--- src/rtl/fetch_ctrl.sv ---
// Fetch-stage controller: selects the next PC, gates the PC register on stalls,
// flushes IF/ID on taken branches and runs the debug run/step/halt state machine.
module fetch_ctrl #(
  parameter int unsigned          NB_PC        = 32,
  parameter int unsigned          NB_INSTR     = 32,
  parameter int unsigned          NB_CNT       = 32,
  parameter logic [NB_INSTR-1:0]  HALT_INSTR   = 32'hFFFF_FFFF,
  parameter int unsigned          DRAIN_CYCLES = 4
) (
  input  logic                clk,
  input  logic                i_rst,
  input  logic                i_start,
  input  logic                i_step,
  input  logic                i_stall,
  input  logic                i_branch_taken,
  input  logic [NB_PC-1:0]    i_branch_target,
  input  logic [NB_PC-1:0]    i_pc,
  input  logic [NB_INSTR-1:0] i_instr,
  output logic [NB_PC-1:0]    o_next_pc,
  output logic                o_pc_en,
  output logic                o_flush,
  output logic                o_running,
  output logic                o_halted,
  output logic [NB_CNT-1:0]   o_cycle_cnt
);

  localparam int unsigned NB_DRAIN = (DRAIN_CYCLES > 1) ? $clog2(DRAIN_CYCLES) : 1;

  typedef enum logic [2:0] {
    ST_IDLE,
    ST_RUN,
    ST_STEP,
    ST_DRAIN,
    ST_HALTED
  } state_t;

  state_t              state_q, state_d;
  logic [NB_DRAIN-1:0] drain_q, drain_d;
  logic [NB_CNT-1:0]   cycle_cnt_q, cycle_cnt_d;
  logic                running_q, running_d;
  logic                halted_q, halted_d;

  logic halt_hit;
  logic active;
  logic pc_en;
  logic count_en;

  // A HALT fetched on the wrong path of a taken branch must not stop the core.
  assign halt_hit = (i_instr == HALT_INSTR) && !i_branch_taken;
  assign active   = (state_q == ST_RUN) || (state_q == ST_STEP);
  assign pc_en    = active && !halt_hit && (!i_stall || i_branch_taken);
  assign count_en = (state_q == ST_RUN) || (state_q == ST_DRAIN) ||
                    ((state_q == ST_STEP) && pc_en);

  assign o_next_pc   = i_branch_taken ? i_branch_target : (i_pc + NB_PC'(4));
  assign o_pc_en     = pc_en;
  assign o_flush     = active && i_branch_taken;
  assign o_running   = running_q;
  assign o_halted    = halted_q;
  assign o_cycle_cnt = cycle_cnt_q;

  always_comb begin
    state_d     = state_q;
    drain_d     = drain_q;
    cycle_cnt_d = cycle_cnt_q;

    case (state_q)
      ST_IDLE: begin
        if (i_start)     state_d = ST_RUN;
        else if (i_step) state_d = ST_STEP;
      end
      ST_RUN: begin
        if (halt_hit) begin
          state_d = ST_DRAIN;
          drain_d = NB_DRAIN'(DRAIN_CYCLES - 1);
        end
      end
      ST_STEP: begin
        if (halt_hit) begin
          state_d = ST_DRAIN;
          drain_d = NB_DRAIN'(DRAIN_CYCLES - 1);
        end else if (pc_en) begin
          state_d = ST_IDLE;
        end
      end
      ST_DRAIN: begin
        if (drain_q == '0) state_d = ST_HALTED;
        else               drain_d = drain_q - NB_DRAIN'(1);
      end
      ST_HALTED: state_d = ST_HALTED;
      default:   state_d = ST_IDLE;
    endcase

    // Saturate rather than wrap so the debug unit never sees a small count after overflow.
    if (count_en && (cycle_cnt_q != {NB_CNT{1'b1}}))
      cycle_cnt_d = cycle_cnt_q + NB_CNT'(1);

    running_d = (state_d == ST_RUN) || (state_d == ST_STEP) || (state_d == ST_DRAIN);
    halted_d  = (state_d == ST_HALTED);
  end

  always_ff @(posedge clk) begin
    if (i_rst) begin
      state_q     <= ST_IDLE;
      drain_q     <= '0;
      cycle_cnt_q <= '0;
      running_q   <= 1'b0;
      halted_q    <= 1'b0;
    end else begin
      state_q     <= state_d;
      drain_q     <= drain_d;
      cycle_cnt_q <= cycle_cnt_d;
      running_q   <= running_d;
      halted_q    <= halted_d;
    end
  end

endmodule

--- config.mk ---
export PLATFORM = sky130hd
export DESIGN_NAME = fetch_ctrl
export DESIGN_NICKNAME = d
export VERILOG_FILES = /design/src/rtl/fetch_ctrl.sv
export SDC_FILE = /design/constraint.sdc
export NUM_CORES = 1
export LEC_CHECK = 0
export BUFFER_PORTS_ARGS = -buffer_cell sky130_fd_sc_hd__buf_2
export CORE_UTILIZATION = 45
export CTS_BUF_LIST = sky130_fd_sc_hd__clkbuf_4 sky130_fd_sc_hd__clkbuf_8
export CTS_CLUSTER_DIAMETER = 60
export CTS_CLUSTER_SIZE = 30
export DETAILED_ROUTE_END_ITERATION = 10
export PLACE_DENSITY = 0.84
export SYNTH_ARGS = -nofsm -noshare
export SYNTH_HDL_FRONTEND = slang
export SYNTH_SLANG_ARGS = --single-unit
--- constraint.sdc ---
create_clock -name clk -period 6.1 [get_ports clk]
set_input_delay 0.915 -clock clk [delete_from_list [all_inputs] [get_ports clk]]
set_output_delay 0.915 -clock clk [all_outputs]
set_load 0.02 [all_outputs]
==> results.cfg <==
[clock_tree]
cts_tree = done
clk_pin_slew_worst_paths_ns = 0.08
root_buffer = clkbuf_8
clock_sinks = 39
postCtsSetupBuffers = 0
cts_buffers = 5
clkLatencyLatePin_ns = 0.30
ctsHoldBuffers = 0
cts_max_path_buffers = 2
ctsResizeCount = 0
htree_levels = 2

[min_path]
worstHoldPathType = flop to flop
hp-start = o_cycle_cnt[31]$_SDFFE_PP0P_

[die]
core_um2 = 6390
row_count = 29
die_area_um2 = 6990
initial_utilization = 0.469
fp.dieW_um = 83.6
dieHeight_um = 83.6
num_io_pins = 170

[placement]
gp_congestion = 0.927
place_hpwl_um = 6500
dp.cells = 644
port_buffers = 169

[timing]
final_max_slew_viol_count = 0
finalCritPeriodShare = 0.582
finalHoldViolCount = 0
timing.fmax_mhz = 282
setup_tns_ns = 0
fin_crit_ns = 3.55
grt_setup_unrepaired = no
worst_slew_margin_rel = 0.397
finalSetupViolations = 0
tightest_slew_ns = 0.902
holdWs_ns = 0.497
finClkSkew_ns = 0.0132

[logic_synthesis]
yosysMostFrequentCell = nand2_1
synth_top_cell_area_share = 0.261
synthFlopType = dfxtp_1
synth-edff-count = 0
syn-mean-instance-area_um2 = 7.12
syn_inst = 421
synthArstFlopShare = 0
synthTopCellsByArea = dfxtp_1 (26%), nand2_1 (7.6%), o21ai_0 (7.3%)
ys_top_cells_by_count = nand2_1 (61), o21ai_0 (44), dfxtp_1 (39)
yosys.area.top_type = dfxtp_1
netlist_area_um2 = 3000
yosysWarnings = 0
synthMuxAreaShare = 0.0334
synth_seq_area_share = 0.261
synth_simple_gate_area_share = 0.384
synth_compound_area_frac = 0.175
synth_top_family_by_area = simple AND/OR/NAND/NOR gates
synth_cell_type_count = 51
synth_xor_area_frac = 0.0906
synth_fa_ha_area_frac = 0.0125
synth_seq_cells = 39
synth_nets = 526

[cells_and_area]
final_cell_count_no_fill = 652
syn2layout_area_growth_pct = 31.6
drive_gt1_frac = 0.339
diodes = 0
fill_cells = 596
nets = 679

[global_routing]
grt_pass1_vias = 3128
antenna_found_initial = 0
grt_max_degree = 65
grt_use_total = 0.233
grt_pass1_wl_um = 13800
grt_overflow = 0

[routing]
vias = 3521
via_per_inst = 5.40
drt-initial-drc-count = 151
antenna_left = 0
wire_per_inst_um = 12.8
first_pass_iters = 4
post-route-drc-count = 0
wirelength_um = 8370

[run]
maxCapViolations = 0

[run_status]
status = complete, no violations

[critical_path]
worst_ep_required_time_ns = 5.18
critPathArrivalTime_ns = 2.64
crit_chain = buf_2 -> ha_1 -> nand2_1 -> nor2_1 -> nand4_1 -> nor2_1 -> xnor2_1 -> o21ai_0 -> buf_2
criticalPathCategory = input pin to output port
cpPeakStageDelay_ns = 0.36
path_max_fanout = 7
worstSetupStartpointType = input pin
cp-end-kind = output port
worst_path_max_delay_cell = nor2_1
r2r-start = o_cycle_cnt[0]$_SDFFE_PP0P_
critPathLaunch = i_pc[2]

[pwr]
p_per_area_nw_per_um2 = 155
peakVddDrop_mv = 0.165
power.leakage_uw = 0.00167
-- power breakdown --
part / internal, µW / switching, µW / total (µW)
Sequential: 258 / 4.29 / 262
Combinational: 61.9 / 91.7 / 154
Clock: 103 / 94.3 / 197
-- cell type report --
| cell class | instances | area, µm² | share of cell area |
|---|---|---|---|
| Clock buffer | 7 | 96.3 | 0.0244 |
| Clock inverter | 1 | 7.51 | 0.00190 |
| Inverter | 9 | 33.8 | 0.00856 |
| Multi-Input combinational cell | 350 | 2080 | 0.528 |
| Sequential cell | 39 | 781 | 0.198 |
| Tap cell | 77 | 96.3 | 0.0244 |
| Timing Repair Buffer | 169 | 846 | 0.214 |
-- worst max-delay path, delay by kind of cell --
| family | cells | cell delay, ns |
|---|---|---|
| compound gates | 1 | 0.08 |
| xor+xnor | 1 | 0.13 |
| fa+ha+maj | 1 | 0.21 |
| buf+inv | 2 | 0.32 |
| simple gates | 4 | 0.98 |
-- metrics by stage --
stage / util / area (µm²) / power (µW) / setup WS [ns]
6_report: 0.618 / 3950 / 613 / 2.55
5_1_grt: 0.618 / 3950 / 641 / 2.36
4_1_cts: 0.618 / 3950 / 616 / 2.55
3_5_place_dp: 0.601 / 3840 / 421 / 2.57
3_3_place_gp: 0.601 / 3840 / 419 / 2.67
2_1_floorplan: - / 3000 / 357 / 2.84
-- routing by layer --
metal | vias to the layer above | GRT usage | part of all wire
met3 | 13 | 0.0406 | 0.051
met1 | 1570 | 0.282 | 0.44
li1 | 1821 | - | -
met5 | - | 0 | 0
met4 | 0 | 0.0678 | 0.019
met2 | 117 | 0.421 | 0.49
-- kinds of logic after synthesis --
group	Yosys count
AO/OA/AOI/OAI	93
flip-flops	39
buffers and inverters	32
XOR/XNOR	31
multiplexers	9
AND/OR/NAND/NOR	214
adder cells (fa/ha/maj)	3
-- cells in the final DEF, fill, tap and decap left out, types with 2 or more instances in the layout --
cell,instances
and3_1,6
mux2_1,3
or3_1,16
nor2_1,37
buf_2,169
xor2_1,13
a21oi_1,28
nand4_1,24
inv_1,9
ha_1,3
nand3_1,24
xnor2_1,18
o31ai_1,9
or4_1,9
clkbuf_8,7
mux2_2,5
nor3_2,3
nand2_1,61
nor4_1,2
dfxtp_1,39
and2_1,2
nand2b_1,6
nor2b_1,9
o21ai_0,44
nor3_1,3
-- registers in the layout, indices dropped and copies added, names as in the netlist --
register,flops
drain_q,2
o_cycle_cnt,32
o_halted,1
o_running,1
state_q,3
-- final timing paths --
kind,end,slack [ns],depth (start not counted)
worst max-delay path,o_next_pc[30],2.55,9
worst min-delay path,o_cycle_cnt[31]$_SDFFE_PP0P_,0.50,2
worst max register to register,o_cycle_cnt[6]$_SDFFE_PP0P_,3.72,6
worst min register to register,o_cycle_cnt[31]$_SDFFE_PP0P_,0.50,2
Note: power is estimated with default switching activity, not from simulation.
